**config.mk**
```make
export PLATFORM = sky130hd
export DESIGN_NAME = alu_cmd_dispatcher
export DESIGN_NICKNAME = d
export VERILOG_FILES = /design/src/rtl/alu_pkg.sv /design/src/rtl/alu_cmd_fifo.sv /design/src/rtl/alu_cmd_dispatcher.sv
export SDC_FILE = /design/constraint.sdc
export NUM_CORES = 1
export LEC_CHECK = 0
export CORE_MARGIN = 1.5
export CORE_UTILIZATION = 50
export CTS_CLUSTER_SIZE = 12
export DETAILED_ROUTE_END_ITERATION = 8
export PLACE_DENSITY = 0.75
export SLEW_MARGIN = 0
export SYNTH_ARGS = -nofsm -noshare
export SYNTH_HDL_FRONTEND = slang
export SYNTH_SLANG_ARGS = --single-unit
```
**constraint.sdc**
```tcl
create_clock -name clk -period 3.37 [get_ports clk]
set_clock_uncertainty 0.15 [all_clocks]
set_input_delay 1.011 -clock clk [delete_from_list [all_inputs] [get_ports clk]]
set_output_delay 1.011 -clock clk [all_outputs]
set_load 0.005 [all_outputs]
```
**src/rtl/alu_pkg.sv**
```systemverilog
// alu_pkg: ALU opcode, command record and dispatcher state types shared by the dispatcher slice
package alu_pkg;
    typedef enum logic [3:0] {
        ADD   = 4'b0001,
        AND   = 4'b0010,
        SUB   = 4'b0011,
        MUL   = 4'b0100,
        SHL   = 4'b0111,
        SPEC1 = 4'b1001,
        SPEC2 = 4'b1010,
        SPEC3 = 4'b1011,
        SPEC4 = 4'b1100
    } alu_op_e;

    typedef struct packed {
        logic [7:0] a;
        logic [7:0] b;
        alu_op_e    op;
    } alu_cmd_t;

    typedef enum logic [1:0] {IDLE, ISSUE, WAIT, RESP} disp_state_e;
endpackage

```
**src/rtl/alu_cmd_fifo.sv**
```systemverilog
// alu_cmd_fifo: synchronous command FIFO, power-of-two depth with naturally wrapping pointers
module alu_cmd_fifo
    import alu_pkg::*;
#(
    parameter int DEPTH = 4
) (
    input  logic                   clk,
    input  logic                   reset_n,
    input  logic                   push_i,
    input  logic                   pop_i,
    input  alu_cmd_t               din_i,
    output alu_cmd_t               dout_o,
    output logic                   full_o,
    output logic                   empty_o,
    output logic [$clog2(DEPTH):0] count_o
);
    localparam int AW = $clog2(DEPTH);

    alu_cmd_t      mem_q [DEPTH];
    logic [AW-1:0] wr_q, rd_q;
    logic [AW:0]   count_q, count_d;

    always_comb count_d = count_q + (AW+1)'(push_i) - (AW+1)'(pop_i);

    always_ff @(posedge clk or negedge reset_n) begin
        if (!reset_n) begin
            wr_q    <= '0;
            rd_q    <= '0;
            count_q <= '0;
        end else begin
            wr_q    <= push_i ? wr_q + AW'(1) : wr_q;
            rd_q    <= pop_i ? rd_q + AW'(1) : rd_q;
            count_q <= count_d;
        end
    end

    // Storage needs no reset: only entries covered by count are ever read
    always_ff @(posedge clk) if (push_i) mem_q[wr_q] <= din_i;

    assign dout_o  = mem_q[rd_q];
    assign full_o  = count_q == (AW+1)'(DEPTH);
    assign empty_o = count_q == '0;
    assign count_o = count_q;
endmodule

```
**src/rtl/alu_cmd_dispatcher.sv**
```systemverilog
// alu_cmd_dispatcher: buffers ALU commands, issues them one at a time with a start pulse,
// and returns each result (or a timeout) on a valid/ready response port
module alu_cmd_dispatcher
    import alu_pkg::*;
#(
    parameter int DEPTH   = 4,
    parameter int TIMEOUT = 64
) (
    input  logic        clk,
    input  logic        reset_n,
    input  logic        cmd_valid,
    output logic        cmd_ready,
    input  logic [7:0]  cmd_a,
    input  logic [7:0]  cmd_b,
    input  logic [3:0]  cmd_op,
    output logic [7:0]  alu_a,
    output logic [7:0]  alu_b,
    output logic [3:0]  alu_opcode,
    output logic        alu_start,
    input  logic        alu_done,
    input  logic [15:0] alu_result,
    output logic        rsp_valid,
    input  logic        rsp_ready,
    output logic [15:0] rsp_result,
    output logic [3:0]  rsp_op,
    output logic        rsp_timeout,
    output logic        busy
);
    localparam int CW = $clog2(TIMEOUT);

    disp_state_e           state_q;
    alu_cmd_t              cmd_in, head, cmd_q;
    logic [CW-1:0]         cnt_q;
    logic [15:0]           result_q;
    logic [3:0]            rsp_op_q;
    logic                  start_q, valid_q, timeout_q;
    logic                  fifo_full, fifo_empty, pop;
    logic [$clog2(DEPTH):0] fifo_count;

    assign cmd_in    = alu_cmd_t'({cmd_a, cmd_b, cmd_op});
    assign cmd_ready = !fifo_full;
    assign pop       = (state_q == IDLE) && !fifo_empty;

    alu_cmd_fifo #(.DEPTH(DEPTH)) u_fifo (
        .clk     (clk),
        .reset_n (reset_n),
        .push_i  (cmd_valid && cmd_ready),
        .pop_i   (pop),
        .din_i   (cmd_in),
        .dout_o  (head),
        .full_o  (fifo_full),
        .empty_o (fifo_empty),
        .count_o (fifo_count)
    );

    always_ff @(posedge clk or negedge reset_n) begin
        if (!reset_n) begin
            state_q   <= IDLE;
            cmd_q     <= '0;
            cnt_q     <= '0;
            start_q   <= 1'b0;
            valid_q   <= 1'b0;
            timeout_q <= 1'b0;
            result_q  <= '0;
            rsp_op_q  <= '0;
        end else begin
            start_q <= 1'b0;
            case (state_q)
                IDLE: if (!fifo_empty) begin
                    cmd_q   <= head;
                    state_q <= ISSUE;
                end
                ISSUE: begin
                    start_q <= 1'b1;
                    cnt_q   <= '0;
                    state_q <= WAIT;
                end
                WAIT: begin
                    cnt_q <= cnt_q + CW'(1);
                    // A completion on the last permitted cycle still counts as a real result
                    if (alu_done || cnt_q == CW'(TIMEOUT - 1)) begin
                        result_q  <= alu_done ? alu_result : '0;
                        timeout_q <= !alu_done;
                        rsp_op_q  <= cmd_q.op;
                        valid_q   <= 1'b1;
                        state_q   <= RESP;
                    end
                end
                RESP: if (rsp_ready) begin
                    valid_q <= 1'b0;
                    state_q <= IDLE;
                end
                default: state_q <= IDLE;
            endcase
        end
    end

    assign alu_a       = cmd_q.a;
    assign alu_b       = cmd_q.b;
    assign alu_opcode  = cmd_q.op;
    assign alu_start   = start_q;
    assign rsp_valid   = valid_q;
    assign rsp_result  = result_q;
    assign rsp_op      = rsp_op_q;
    assign rsp_timeout = timeout_q;
    assign busy        = (state_q != IDLE) || (fifo_count != '0);
endmodule

```
### Word-level counts from Yosys, hierarchy flattened

Memory sizes are Yosys's and may differ from the RTL's. A register that Yosys moved wholly into a read port is not among the register bits.
Cells that the tools add are included.

| word-level totals | value |
|---|---|
| memories | 1 |
| input port bits | 41 |
| flip-flop bits (word level) | 38 |
| memory bits (writable) | 80 |
| logic and storage cells | 55 |

Memory list:

| memory | depth | bits a word | read ports | clocked after Yosys merged registers in | wr ports | line | text |
|---|---|---|---|---|---|---|---|
| u_fifo.mem_q | 4 | 20 | 1 | 1 | 1 | alu_cmd_fifo.sv:19 | `alu_cmd_t mem_q [DEPTH];` |

| cells by class | value |
|---|---|
| equal/unequal tests | 8 |
| add/sub/neg operators | 5 |
| reduce and logical (&&, ||, !) cells | 18 |
| bitwise operators | 1 |
| mux-type cells | 12 |

Operator list:

| operator | number |
|---|---|
| $mux W16 | 1 |
| $pmux W6 S2 | 1 |
| $pmux W2 S4 | 1 |
| $add A6 B1 Y6 const B | 1 |
| $eq A6 B6 Y1 const B | 1 |
| $mux W2 | 3 |
| $ne A2 B2 Y1 const B | 3 |
| $reduce_and A3 Y1 | 2 |
| $reduce_bool A2 Y1 | 3 |
| $mux W1 | 5 |
| $add A2 B1 Y2 const B | 2 |
| $eq A2 B2 Y1 const B | 2 |
| $logic_not A1 Y1 | 4 |
| $reduce_and A2 Y1 | 2 |
| $add A3 B1 Y3 | 1 |
| $eq A3 B3 Y1 const B | 1 |
| $logic_not A3 Y1 | 1 |
| $reduce_bool A3 Y1 | 1 |
| $sub A3 B1 Y3 | 1 |
| $eq A2 B1 Y1 const B | 1 |
| $logic_and A1 B1 Y1 | 2 |
| $logic_not A2 Y1 | 1 |
| $logic_or A1 B1 Y1 | 2 |
| $pmux W1 S2 | 1 |
| $not A1 Y1 | 1 |

### Depth between registers and ports, before layout

| depth | value |
|---|---|
| depth in word-level cells | 5 |
| gate-level depth with buffers | 12 |
| gate-level depth less buffers | 11 |

### Modules after synthesis

Synthesis repeated with hierarchy kept, for this count alone.

| second synthesis, totals | value |
|---|---|
| cells, all modules | 287 |
| area total of the unflattened synthesis | 5373.9 um2 |

By module, submodules not included:

| module | times used | seq. area each (um2) | area each (um2) | cells an instance |
|---|---|---|---|---|
| alu_cmd_fifo | 1 | 2577.5 | 3278.1 | 138 |
| alu_cmd_dispatcher | 1 | 1276.2 | 2095.8 | 149 |

### Least setup slack after synthesis

Ideal clock, no wire load.

| timing | value |
|---|---|
| path type | reg2reg |
| from | register u_fifo.count_q[1], in the netlist u_fifo.count_o[1] |
| to | register u_fifo.count_q[2], in the netlist u_fifo.count_o[2] |
| period minus slack after synthesis | 2.585 ns |
| required time | 3.097 ns |
| slack | 0.785 ns |
| arrival | 2.311 ns |
| path buffers | 1 |
| cell stages (with the launch flop) | 11 |
| cells stage by stage | dfrtp_1 o31ai_1 inv_1 clkbuf_1 ha_1 inv_1 ha_1 inv_1 fa_1 xnor2_1 xnor2_1 |

| on the way | value |
|---|---|
| elaborated cells on any way between the ends | 8 |

RTL lines:

| item | line | text |
|---|---|---|
| start, declared | alu_cmd_fifo.sv:21 | `logic [AW:0] count_q, count_d;` |
| start signal, assigned | alu_cmd_fifo.sv:33 | `count_q <= count_d;` |
| $logic_not A3 Y1 | alu_cmd_fifo.sv:42 | `assign empty_o = count_q == '0;` |
| $logic_not A1 Y1 | - |  |
| $logic_and A1 B1 Y1 | alu_cmd_dispatcher.sv:42 | `assign pop = (state_q == IDLE) && !fifo_empty;` |
| named net pop | alu_cmd_dispatcher.sv:37 | `logic fifo_full, fifo_empty, pop;` |
| $sub A3 B1 Y3 | alu_cmd_fifo.sv:23 | `always_comb count_d = count_q + (AW+1)'(push_i) - (AW+1)'(pop_i);` |
| named net u_fifo.count_d[2] | alu_cmd_fifo.sv:21 |  |

The timed path passes the listed nets, and every way through them passes these cells.
A chain may end at the register's enable or synchronous reset.

### Worst setup path in the final report

| timing | value |
|---|---|
| from | register state_q[1] |
| to | output port busy |

| on the way | value |
|---|---|
| word-level cells in the longest chain between the ends | 2 |

Ends and longest elaborated chain:

| item | line | text |
|---|---|---|
| start, declared | alu_cmd_dispatcher.sv:31 | `disp_state_e state_q;` |
| start signal, assigned | alu_cmd_dispatcher.sv:58 | `state_q <= IDLE;` |
| start signal, assigned | alu_cmd_dispatcher.sv:71 | `state_q <= ISSUE;` |
| start signal, assigned | alu_cmd_dispatcher.sv:76 | `state_q <= WAIT;` |
| $reduce_bool A2 Y1 | alu_cmd_dispatcher.sv:106 | `assign busy = (state_q != IDLE) \|\| (fifo_count != '0);` |
| $logic_or A1 B1 Y1 | alu_cmd_dispatcher.sv:106 |  |
| end, declared | alu_cmd_dispatcher.sv:27 | `output logic busy` |

Every way passes these cells.

==> results.py <==
metrics = {
    "status": {
        "outcome": "finished clean",
    },
    "synth": {
        "synthFlopType": "edfxtp_1",
        "yosysTopAreaCell": "edfxtp_1",
        "synth_nets": 379,
        "synth_edf_count": 80,
        "postSynth.asyncResetShare": 0.420,
        "synth_seq_area_share": 0.720,
        "synth_area_mm2": 0.00535,
        "ys_seq_elements": 138,
        "synth_area_per_cell_um2": 16.5,
        "netlist_top_cells_area": "edfxtp_1 (45%), dfrtp_1 (27%), mux4_2 (8.4%)",
        "syn-instance-count": 325,
        "ys_types": 38,
        "ys_warn_count": 0,
        "yosysTopAreaCellShare": 0.449,
        "yosysMostFrequentCell": "edfxtp_1",
        "synthTopCellsByCount": "edfxtp_1 (80), nand2_1 (65), dfrtp_1 (58)",
    },
    "detailed_routing": {
        "finalWirelength_um": 9950,
        "drt_first_pass_iters": 4,
        "drcViolationCount": 0,
        "num_vias": 3008,
        "wl_per_cell_um": 17.4,
        "via_per_inst": 5.27,
        "drt-initial-drc-count": 184,
        "final_antenna_net_count": 0,
    },
    "pwr": {
        "switchingPower_w": 0.00197,
        "p_per_area_mw_per_mm2": 937,
        "internal-power_w": 0.00453,
        "p_clk_frac": 0.278,
        "sw_frac_of_total": 0.303,
        "pwr-share-seq": 0.405,
        "peakVddDrop_mv": 0.447,
        "p_leak_nw": 2.76,
        "pwr-share-comb": 0.317,
    },
    "final_layout": {
        "fin_area_mm2": 0.00694,
        "syn_to_final_growth_pct": 29.7,
        "drive_gt1_frac": 0.170,
        "fin_nets": 476,
        "diodes": 0,
    },
    "timing": {
        "finalHoldViolations": 0,
        "rsz0062_at_grt": "no",
        "fin_crit_ns": 3.20,
        "fin_ws_ns": 0.170,
        "slew_headroom": 0.312,
        "fmax_mhz": 312,
        "fin_setup_tns_ns": 0,
        "finalCritPeriodShare": 0.950,
        "report.final.slew_viol_count": 0,
        "worstMarginPinSlew_ns": 1.03,
        "setup_viol_count_final": 0,
        "holdWs_ns": 0.333,
    },
    "global_route": {
        "grt_util_all_layers": 0.194,
        "grt_max_degree": 59,
        "first_global_vias": 3148,
        "grt_overflow": 0,
        "grt_pass1_wl_um": 16400,
        "antenna_found_initial": 0,
    },
    "floorplanning": {
        "die_x_um": 106,
        "start_util": 0.516,
        "placementRows": 37,
        "ios": 86,
        "die_area_mm2": 0.0113,
        "die_h_um": 106,
        "core_mm2": 0.0104,
    },
    "setup_path": {
        "path_cells": "inv_1 -> ha_2 -> or4b_4 -> dlygate4sd2_1",
        "critPathMaxFanout": 4,
        "critical_path_required_ns": 2.21,
        "r2r_cells": 9,
        "worstReg2RegEnd": "u_fifo.count_o[2]",
        "path_class": "reg -> out",
        "crit_arrival_ns": 2.04,
        "rrSetupSlack_ns": 0.32,
        "cp_slowest_stage_delay_ns": 0.48,
        "end_kind": "output pin",
        "cp_num_buf_inv": 2,
        "r2r-start": "u_fifo.count_o[1]",
        "cp_top_family": "simple AND/OR/NAND/NOR gates",
        "cp-start-kind": "flip-flop",
        "cp_slowest_cell": "or4b_4",
    },
    "clock_tree": {
        "clockBufferDepth": 2,
        "postCtsSetupBuffers": 0,
        "clockRootBuffer": "clkbuf_8",
        "clk_pin_slew_ns": 0.06,
        "cts_tree": "done",
        "cts_buffers": 17,
        "htree_levels": 4,
        "cts.sinks": 138,
        "clkLatencyLatePin_ns": 0.52,
    },
    "worst_hold_path": {
        "worst_hold_path.endpoint": "alu_b[7]",
        "hold_path_depth": 2,
        "min_path_type": "reg -> reg",
        "worstHoldStart": "alu_b[7]",
    },
    "placement": {
        "hpwlAfterDp_um": 6070,
        "gp_congestion": 0.719,
        "post_dp_cell_area_mm2": 0.00636,
        "port_buffers": 85,
        "dp_slack_ns": 0.124,
    },
    "flow_run": {
        "cap_viol_max_count": 0,
    },
}
==> layout make-up <==
class                           count  area [um2]
Clock buffer                       18         418
Clock inverter                     14         163
Fill cell                         733        3430
Inverter                           13        48.8
Multi-Input combinational cell    160        1390
Sequential cell                   138        3850
Tap cell                          136         170
Timing Repair Buffer               92         897
==> timing repair <==
action / in CTS / in global routing
hold buffers: 0 / 0
gates resized for setup: 3 / 0
setup endpoints to repair: 1 / 0
==> logic make-up (layout without fill, tap and decap cells) <==
family | after synthesis | after routing | synth area share
AO/OA/AOI/OAI | 32 | 32 | 0.0489
XOR/XNOR | 6 | 6 | 0.00982
adder cells (fa/ha/maj) | 13 | 13 | 0.0318
buffers and inverters | 27 | 137 | 0.0231
flip-flops | 138 | 138 | 0.720
multiplexers | 27 | 27 | 0.0994
AND/OR/NAND/NOR | 82 | 82 | 0.0667
==> stage by stage <==
stage          total power (W)  instances   util
6_report               0.00650        571  0.669
5_1_grt                0.00690        571  0.669
4_1_cts                0.00659        571  0.669
3_5_place_dp           0.00474        539  0.613
3_3_place_gp           0.00466        539  0.613
2_1_floorplan          0.00380        325      -
==> metal layers <==
| layer | wire (um) | vias up | global-route usage |
|---|---|---|---|
| li1 | - | 1390 | - |
| met1 | 4230 | 1520 | 0.249 |
| met2 | 5080 | 89 | 0.318 |
| met3 | 547 | 9 | 0.0674 |
| met4 | 95 | 0 | 0.0514 |
| met5 | 0 | - | 0 |
==> cells in the final DEF, fill, tap and decap left out, types with 2 or more instances in the layout <==
master and n:
dfrtp_1 58, clkinvlp_4 4, o21ai_0 5, and2_1 2
nand3_1 2, nand2_1 65, mux2_2 5, inv_1 12
clkinv_4 2, buf_4 7, clkdlybuf4s50_1 83, mux4_2 20
inv_6 5, ha_1 11, bufinv_16 2, xnor2_1 5
a22o_1 17, a21oi_1 2, edfxtp_1 80, clkbuf_16 16
and3_1 4, nor2_1 3
==> registers in the layout, summed over array words and instances, names as in the netlist <==
name	flops
rsp_valid	1
alu_a	8
u_fifo.count_o	3
rsp_timeout	1
alu_opcode	4
u_fifo.rd_q	2
state_q	2
cnt_q	6
u_fifo.mem_q	80
rsp_result	16
alu_b	8
u_fifo.wr_q	2
alu_start	1
rsp_op	4
==> power by group through the flow <==
stage               Sequential, W  Combinational, W  Clock (W)
floorplan                 0.00259           0.00121          0
global placement          0.00264           0.00202          0
detailed placement        0.00267           0.00207          0
CTS                       0.00264           0.00211    0.00184
global route              0.00270           0.00228    0.00192
finish                    0.00264           0.00206    0.00181
==> worst reg2reg max path: stages, from the launching register on <==
cell and delay [ns]:
dfrtp_1 0.47, o31ai_4 0.90, inv_1 0.17, ha_1 0.35, inv_1 0.06, ha_1 0.13, inv_1 0.05, fa_1 0.38
xnor2_1 0.15, xnor2_1 0.13
==> worst max-delay path by stage <==
stage | start | slack, ns | endpoint | depth (start not counted)
finish | state_q[1] | 0.17 | busy | 4
global route | state_q[1] | 0.07 | busy | 4
CTS | state_q[1] | 0.16 | busy | 4
detailed placement | cmd_valid | 0.12 | u_fifo.count_o[2] | 10
global placement | cmd_valid | 0.20 | u_fifo.count_o[2] | 10
floorplan | u_fifo.count_o[1] | 0.79 | u_fifo.count_o[2] | 10
(Power assumes the default switching activity.)
